[config.mk]
export PLATFORM = sky130hd
export DESIGN_NAME = shift_sub_divider_flat
export DESIGN_NICKNAME = d
export VERILOG_FILES = /design/src/rtl/shift_sub_divider_pkg.sv /design/src/rtl/shift_sub_divider_if.sv /design/src/rtl/shift_sub_divider_div_step.sv /design/src/rtl/shift_sub_divider.sv /design/src/flat_wrapper.sv
export SDC_FILE = /design/constraint.sdc
export NUM_CORES = 1
export LEC_CHECK = 0
export ABC_CLOCK_PERIOD_IN_PS = 4800
export CAP_MARGIN = 5
export CORE_ASPECT_RATIO = 0.6
export CORE_MARGIN = 8
export CORE_UTILIZATION = 35
export CTS_BUF_LIST = sky130_fd_sc_hd__clkbuf_2 sky130_fd_sc_hd__clkbuf_4 sky130_fd_sc_hd__clkbuf_8
export CTS_CLUSTER_SIZE = 40
export DETAILED_ROUTE_END_ITERATION = 6
export GPL_ROUTABILITY_DRIVEN = 0
export GPL_TIMING_DRIVEN = 0
export PLACE_DENSITY = 0.55
export SYNTH_ARGS = -nofsm -noshare
export SYNTH_HDL_FRONTEND = slang
export SYNTH_HIERARCHICAL = 1
export SYNTH_SLANG_ARGS = --single-unit
[constraint.sdc]
create_clock -name clk -period 4.8 [get_ports clk]
set_input_delay 0.72 -clock clk [delete_from_list [all_inputs] [get_ports clk]]
set_output_delay 0.72 -clock clk [all_outputs]
set_load 0.01 [all_outputs]
[src/rtl/shift_sub_divider_pkg.sv]
`default_nettype none
// ============================================================================
// Module   : shift_sub_divider_pkg
// Brief    : Shared types and constants for the restoring divider.
// Revision : 1.0 - initial release
// ============================================================================
package shift_sub_divider_pkg;

    localparam int DEFAULT_N = 5;
    localparam int RESULT_W  = 2 * DEFAULT_N;

    typedef enum logic [2:0] {
        IDLE  = 3'd0,
        LD_D  = 3'd1,
        LD_H  = 3'd2,
        LD_L  = 3'd3,
        CHECK = 3'd4,
        DIV   = 3'd5,
        DONE  = 3'd6
    } state_t;

endpackage
`default_nettype wire

[src/rtl/shift_sub_divider_if.sv]
`default_nettype none
// ============================================================================
// Module   : shift_sub_divider_if
// Brief    : Operand/result bus between a requester and the divider.
// Revision : 1.0 - initial release
// ============================================================================
interface shift_sub_divider_if #(
    parameter int N = shift_sub_divider_pkg::DEFAULT_N
);
    logic           start;
    logic [N-1:0]   inbus;
    logic           busy;
    logic           done;
    logic           err;
    logic [2*N-1:0] result;

    modport master (
        output start, inbus,
        input  busy, done, err, result
    );

    modport slave (
        input  start, inbus,
        output busy, done, err, result
    );
endinterface
`default_nettype wire

[src/rtl/shift_sub_divider_div_step.sv]
`default_nettype none
// ============================================================================
// Module   : shift_sub_divider_div_step
// Brief    : Combinational trial subtraction for one restoring-division step.
// Revision : 1.0 - initial release
// ============================================================================
module shift_sub_divider_div_step
    import shift_sub_divider_pkg::*;
#(
    parameter int N = DEFAULT_N
) (
    input  wire logic [N:0]   i_trial,
    input  wire logic [N-1:0] i_divisor,
    output logic      [N-1:0] o_rem,
    output logic              o_q_bit
);

    logic         w_fits;
    logic [N-1:0] w_diff;

    // Remainder stays below the divisor, so the difference always fits in N
    // bits and modulo-2^N subtraction of the low bits gives it exactly.
    assign w_fits  = (i_trial >= {1'b0, i_divisor});
    assign w_diff  = i_trial[N-1:0] - i_divisor;
    assign o_rem   = w_fits ? w_diff : i_trial[N-1:0];
    assign o_q_bit = w_fits;

endmodule
`default_nettype wire

[src/rtl/shift_sub_divider.sv]
`default_nettype none
// ============================================================================
// Module   : shift_sub_divider
// Brief    : Sequential unsigned restoring divider, 2N/N -> {rem, quo}.
// Revision : 1.0 - initial release
// ============================================================================
module shift_sub_divider
    import shift_sub_divider_pkg::*;
#(
    parameter int N = DEFAULT_N
) (
    input wire logic          clk,
    input wire logic          rst,
    shift_sub_divider_if.slave bus
);

    localparam int                 C_CNT_W = (N > 1) ? $clog2(N) : 1;
    localparam logic [C_CNT_W-1:0] C_LAST  = C_CNT_W'(N - 1);

    state_t               r_state;
    state_t               w_state_next;
    logic [N-1:0]         r_divisor;
    logic [N-1:0]         r_rem;
    logic [N-1:0]         r_quo;
    logic [C_CNT_W-1:0]   r_count;
    logic [2*N-1:0]       r_result;
    logic                 r_err;

    logic [N-1:0]         w_step_rem;
    logic                 w_step_q;
    logic [N-1:0]         w_quo_next;
    logic                 w_check_err;
    logic                 w_last;

    shift_sub_divider_div_step #(.N(N)) u_step (
        .i_trial   ({r_rem, r_quo[N-1]}),
        .i_divisor (r_divisor),
        .o_rem     (w_step_rem),
        .o_q_bit   (w_step_q)
    );

    assign w_quo_next = {r_quo[N-2:0], w_step_q};
    // A high half at or above the divisor means the quotient needs > N bits.
    assign w_check_err = (r_divisor == '0) || (r_rem >= r_divisor);
    assign w_last      = (r_count == C_LAST);

    always_ff @(posedge clk) begin
        if (rst) r_state <= IDLE;
        else     r_state <= w_state_next;
    end

    always_comb begin
        w_state_next = r_state;
        case (r_state)
            IDLE:    if (bus.start) w_state_next = LD_D;
            LD_D:    w_state_next = LD_H;
            LD_H:    w_state_next = LD_L;
            LD_L:    w_state_next = CHECK;
            CHECK:   w_state_next = w_check_err ? DONE : DIV;
            DIV:     if (w_last) w_state_next = DONE;
            DONE:    w_state_next = IDLE;
            default: w_state_next = IDLE;
        endcase
    end

    always_ff @(posedge clk) begin
        if (rst) begin
            r_divisor <= '0;
            r_rem     <= '0;
            r_quo     <= '0;
            r_count   <= '0;
            r_result  <= '0;
            r_err     <= 1'b0;
        end else begin
            case (r_state)
                IDLE: if (bus.start) r_err <= 1'b0;
                LD_D: r_divisor <= bus.inbus;
                LD_H: r_rem     <= bus.inbus;
                LD_L: r_quo     <= bus.inbus;
                CHECK: begin
                    if (w_check_err) begin
                        r_err    <= 1'b1;
                        r_result <= '0;
                    end else begin
                        r_count  <= '0;
                    end
                end
                DIV: begin
                    r_rem   <= w_step_rem;
                    r_quo   <= w_quo_next;
                    r_count <= r_count + 1'b1;
                    if (w_last) r_result <= {w_step_rem, w_quo_next};
                end
                default: ;
            endcase
        end
    end

    assign bus.busy   = (r_state != IDLE);
    assign bus.done   = (r_state == DONE);
    assign bus.err    = r_err;
    assign bus.result = r_result;

endmodule
`default_nettype wire
[src/flat_wrapper.sv]
// flat-port wrapper written by rule: the top's interface ports become plain ports
module shift_sub_divider_flat import shift_sub_divider_pkg::*;
#(
    parameter int N = DEFAULT_N
)
  (clk, rst, bus_start, bus_inbus, bus_busy, bus_done, bus_err, bus_result);
  shift_sub_divider_if #(.N(N)) bus_i ();
  input wire logic clk;
  input wire logic rst;
  input wire logic [$bits(bus_i.start)-1:0] bus_start;
  input wire logic [$bits(bus_i.inbus)-1:0] bus_inbus;
  output wire logic [$bits(bus_i.busy)-1:0] bus_busy;
  output wire logic [$bits(bus_i.done)-1:0] bus_done;
  output wire logic [$bits(bus_i.err)-1:0] bus_err;
  output wire logic [$bits(bus_i.result)-1:0] bus_result;
  assign bus_i.start = bus_start;
  assign bus_i.inbus = bus_inbus;
  assign bus_busy = bus_i.busy;
  assign bus_done = bus_i.done;
  assign bus_err = bus_i.err;
  assign bus_result = bus_i.result;
  shift_sub_divider #(.N(N)) u_core (.clk(clk), .rst(rst), .bus(bus_i));
endmodule
# Word level (Yosys, flattened, before mapping)
# Cells that the tools add are included.
# W data, S select, Z words.
[totals]
ramBits = 0
ff_bits = 32
latchBits = 0
out_inout_bits = 13
mem_bits_ro = 0
word_cells = 49
input_bits = 8
n_memories = 0
[classes]
bitwise_logic = 0
magnitude_cmp = 2
div = 0
n_addsub = 2
n_shift = 0
n_reduce_logical = 12
mul = 0
n_mux = 15
n_eq_ne = 11
[ops]
columns = ["op", "n"]
rows = [
  ["$mux W10", 2],
  ["$pmux W10 S2", 1],
  ["$pmux W5 S2", 2],
  ["$pmux W3 S6", 1],
  ["$eq A3 B3 Y1 const B", 4],
  ["$mux W3", 3],
  ["$reduce_bool A2 Y1", 4],
  ["$eq A3 B2 Y1 const B", 2],
  ["$ge A6 B5 Y1", 1],
  ["$pmux W3 S2", 1],
  ["$reduce_and A3 Y1", 2],
  ["$ge A5 B5 Y1", 1],
  ["$logic_not A5 Y1", 1],
  ["$mux W5", 1],
  ["$sub A5 B5 Y5", 1],
  ["$ne A2 B1 Y1 const B", 2],
  ["$ne A2 B2 Y1 const B", 2],
  ["$reduce_and A2 Y1", 2],
  ["$add A3 B1 Y3 const B", 1],
  ["$eq A3 B1 Y1 const B", 1],
  ["$logic_not A3 Y1", 1],
  ["$reduce_bool A3 Y1", 1],
  ["$mux W1", 2],
  ["$mux W2", 1],
  ["2 further kinds", 2],
]

# Logic depth before layout (Yosys ltp)
[depth]
word_depth = 4
mapped_depth = 10
mapped_depth_nobuf = 10

# By module
# Netlist, hierarchy kept.
[modules_own_cells]
columns = ["mod", "area_each_um2", "seq_area_each_um2", "cells_per_inst", "instances"]
rows = [
  ["shift_sub_divider", 1597.8, 640.6, 188, 1],
  ["shift_sub_divider_div_step", 287.8, 0.0, 36, 1],
]

# Worst setup path before layout
# No wires, ideal clock.
[synth_path]
kind = "flip-flop to flip-flop"
startpoint = "register u_core.r_divisor[0]"
endpoint = "register u_core.r_result[6] (netlist: u_core/bus.result[6])"
setup_ns = 0.132
arrival_time_ns = 1.877
path_buffers = 0
period_less_slack_ns = 2.009
path_stages_with_launch = 10
path_slack_ns = 2.791
required_ns = 4.668
cell_sequence = "dfxtp_1 -> ha_1 -> inv_1 -> fa_1 -> a21oi_2 -> o21ai_2 -> nor2_4 -> mux2_4 -> a22oi_1 -> a21oi_1"
[synth_between]
elab_chain_len = 4
elab_cells_between_ends = 10
classes_between = "add/sub (1); order compare (2); eq/ne (1); mux (3); reduce/logical (3)"
[synth_lines]
columns = ["item", "line", "rtl"]
rows = [
  ["start, declared", "shift_sub_divider.sv:22", "logic [N-1:0] r_divisor;"],
  ["start signal, assigned", "shift_sub_divider.sv:77", "LD_D: r_divisor <= bus.inbus;"],
  ["$sub A5 B5 Y5 / $ge A6 B5 Y1 (equally long branches)", "shift_sub_divider_div_step.sv:24, shift_sub_divider_div_step.sv:23", ""],
  ["$mux W5 *", "shift_sub_divider_div_step.sv:25", "assign o_rem = w_fits ? w_diff : i_trial[N-1:0];"],
  ["via u_core.w_step_rem[1]", "shift_sub_divider.sv:29", "logic [N-1:0] w_step_rem;"],
  ["$mux W10 *", "shift_sub_divider.sv:92", "if (w_last) r_result <= {w_step_rem, w_quo_next};"],
  ["$pmux W10 S2 *", "shift_sub_divider.sv:75", "case (r_state)"],
  ["end signal, assigned", "shift_sub_divider.sv:92", ""],
  ["end, declared", "shift_sub_divider.sv:26", "logic [2*N-1:0] r_result;"],
]
# The timed path passes the listed nets; every way through them passes the cells marked *. The select of a mux whose other input is x is not followed.
# A chain may end at the register's enable or synchronous reset.

# Final worst setup path
[layout_path]
startpoint = "register u_core.r_state[2]"
endpoint = "output port bus_busy"
[layout_between]
elab_chain_len = 1
[layout_lines]
columns = ["item", "line", "rtl"]
rows = [
  ["start, declared", "shift_sub_divider.sv:20", "state_t r_state;"],
  ["start signal, assigned", "shift_sub_divider.sv:49", "else r_state <= w_state_next;"],
  ["$reduce_bool A3 Y1", "shift_sub_divider.sv:99", "assign bus.busy = (r_state != IDLE);"],
  ["end, declared", "flat_wrapper.sv:12", "output wire logic [$bits(bus_i.busy)-1:0] bus_busy;"],
]
# No other way between the ends.

==> impl_metrics.yaml <==
logic_synthesis:
  synth-seq-area-share: 0.340
  syn_avg_cell_area_um2: 8.42
  yosys-top-cells-area: "dfxtp_1 34%, ha_1 8.0%, a21oi_1 7.2%, nor2_1 4.6%, a22oi_1 4.0%"
  syn_nets: 245
  postSynth.asyncResetShare: 0
  syn-cell-area_um2: 1890
  synth_common_cells: "32 x dfxtp_1, 27 x a21oi_1, 23 x nor2_1, 18 x inv_1, 12 x ha_1"
  ys_types: 45
  synth-edff-count: 0
  synth_top_cell_area_share: 0.340
  synthCells: 224
  ys.flop_type: "dfxtp_1"
  synth.yosys.warnings: 6
  synth_most_common_cell: "dfxtp_1"
  ys_seq_elements: 32
  synth_top_area_cell: "dfxtp_1"
floorplan:
  io_pins: 21
  coreArea_um2: 5130
  start_util: 0.368
  die_h_um: 72.9
  dieArea_um2: 8070
  fp.dieW_um: 111
  rows: 20
layout:
  drive_above_1_share: 0.112
  fin_nets: 271
  diodes: 0
  multi_input_area_um2: 1120
  area_growth_pct: 20.4
  seqCellArea_um2: 641
  fillCellCount: 517
clock_network:
  cts_buffer_depth: 2
  clk_pin_slew_worst_paths_ps: 70
  postCtsHoldBufs: 0
  cts.sinks: 32
  post_cts_resized: 0
  root_buffer: "clkbuf_8"
  clk_latency_ps: 290
  htreeDepth: 2
  cts_setup_buffers: 0
  cts_buffers: 5
  cts_tree: "built"
placement:
  hpwlAfterDp_um: 3750
  port_buffers: 19
timing:
  hold_ws_ps: 511
  setup_violations: 0
  slew_headroom: 0.566
  rsz0062_at_grt: "no"
  slew_viol_final: 0
  finalHoldViolations: 0
  fin_skew_ps: 11.0
  clock.fmax_mhz: 427
  post-route-period-util: 0.488
  worst_pin_slew_ps: 648
  setup-tns-final_ps: 0
  period_minus_slack_ps: 2340
global_routing:
  grt-ovfl-total: 0
  grt_usage: 0.126
  antenna_found_initial: 0
  grt_max_degree: 12
  grt_pass1_vias: 1617
  grt_pass1_wl_um: 8250
pwr:
  p_int_mw: 0.535
  seq_power_share: 0.362
  cellPowerDensity_nw_per_um2: 358
  p_clk_frac: 0.327
  p_leak_nw: 0.831
  combPwrFrac: 0.311
  ir_drop_mv: 0.145
  swShare: 0.342
  switching_power_mw: 0.278
outcome:
  status: "finished clean"
setup_path:
  start_kind: "register"
  startpoint: "u_core/r_state[2]$_SDFFE_PP0P_"
  path_max_fanout: 10
  cp.required_ps: 4080
  rr_endpoint: "u_core/r_rem[0]$_SDFFE_PP0P_"
  critPathKind: "reg -> out"
  reg2reg_setup_slack_ps: 2520
  r2r-start: "u_core/r_divisor[0]$_SDFFE_PP0P_"
  endpoint_kind: "output port"
  critical_path_arrival_ps: 1620
  r2r_cells: 9
  crit_end: "bus_busy"
run:
  maxCapViolCount: 0
drt:
  drcViolationCount: 0
  wirelength_um: 4900
  via_per_inst: 5.26
  routedWlPerCell_um: 15.5
  firstDrtPassIters: 4
  drtAntennaViolNets: 0
  drt-initial-drc-count: 154
  vias: 1667
hold_path:
  hp-class: "reg -> reg"
[kinds of logic (layout without fill, tap and decap cells)]
group                      count (synthesis)  after routing  share of synthesized area
AOI/OAI and AO/OA                         77             77                      0.283
and+or+nand+nor                           62             62                      0.171
DFF                                       32             32                      0.340
buffers and inverters                     32             59                     0.0677
adders and majority gates                 13             13                     0.0902
muxes                                      5              5                     0.0345
xor gates and xnor gates                   3              3                     0.0139
[registers in the layout, summed over array words and instances (netlist names)]
signal and count:
u_core/bus.result 10, u_core/r_divisor 5, u_core/r_quo 5, u_core/r_rem 5, u_core/r_count 3, u_core/r_state 3, u_core/bus.err 1
[routing by layer]
metal | wire length [um] | global-route usage
met1 | 2730 | 0.189
met2 | 1740 | 0.155
met3 | 387 | 0.0411
met4 | 42 | 0.0417
met5 | 0 | 0
[worst min path at each step]
stage | depth (start not counted) | slack (ps) | startpoint | end
after CTS | 2 | 510 | u_core/r_quo[4]$_SDFFE_PP0P_ | u_core/r_quo[4]$_SDFFE_PP0P_
after global routing | 2 | 530 | u_core/bus.result[4]$_SDFFE_PP0P_ | u_core/bus.result[4]$_SDFFE_PP0P_
after floorplan | 2 | 470 | u_core/r_quo[2]$_SDFFE_PP0P_ | u_core/r_quo[3]$_SDFFE_PP0P_
after global placement | 2 | 500 | u_core/bus.err$_SDFFE_PP0P_ | u_core/bus.err$_SDFFE_PP0P_
final | 2 | 510 | u_core/bus.result[2]$_SDFFE_PP0P_ | u_core/bus.result[2]$_SDFFE_PP0P_
after detailed placement | 2 | 500 | u_core/r_quo[4]$_SDFFE_PP0P_ | u_core/r_quo[4]$_SDFFE_PP0P_
[critical path, stage by stage (launching register included)]
cell and delay [ps]:
dfxtp_1 300, buf_2 160, or3_1 390, clkdlybuf4s50_1 490
[layout by cell type, fill, tap and decap left out, types with 2 or more instances in the layout]
master / instances
dfxtp_1: 32
a21oi_1: 27
nor2_1: 23
clkdlybuf4s50_1: 19
inv_1: 18
ha_1: 12
nand2_1: 11
o211ai_1: 10
a22oi_1: 10
a211oi_1: 9
buf_2: 6
clkbuf_1: 6
o21ai_0: 6
clkbuf_8: 5
nand3b_1: 4
and2_1: 4
or3_1: 3
nand2b_1: 3
nor3_1: 3
mux2_4: 3
o22ai_1: 2
buf_1: 2
a21o_1: 2
mux2i_1: 2
a311oi_1: 2
a21oi_2: 2
xor2_1: 2
[final cells by class]
type                            instances  area share
Tap cell                               66      0.0364
Clock inverter                          3      0.0187
Inverter                               18      0.0298
Buffer                                 14      0.0265
Multi-Input combinational cell        160       0.492
Timing Repair Buffer                   19      0.0838
Sequential cell                        32       0.282
Clock buffer                            5      0.0303
[stage by stage]
| stage | instances | power (mW) | area, um2 | util | setup WS, ps |
|---|---|---|---|---|---|
| floorplan | 224 | 0.490 | 1890 | - | 2790 |
| global placement | 309 | 0.548 | 2160 | 0.421 | 2510 |
| detailed placement | 309 | 0.550 | 2160 | 0.421 | 2530 |
| CTS | 317 | 0.818 | 2270 | 0.442 | 2440 |
| global route | 317 | 0.864 | 2270 | 0.442 | 2380 |
| finish | 317 | 0.814 | 2270 | 0.442 | 2460 |
[power groups by stage]
stage,sequential [mW],combinational [mW],clock [mW]
floorplan,0.295,0.195,0
global placement,0.300,0.248,0
detailed placement,0.300,0.250,0
CTS,0.294,0.252,0.272
global route,0.297,0.280,0.287
finish,0.294,0.253,0.266
(Power assumes the default switching activity.)
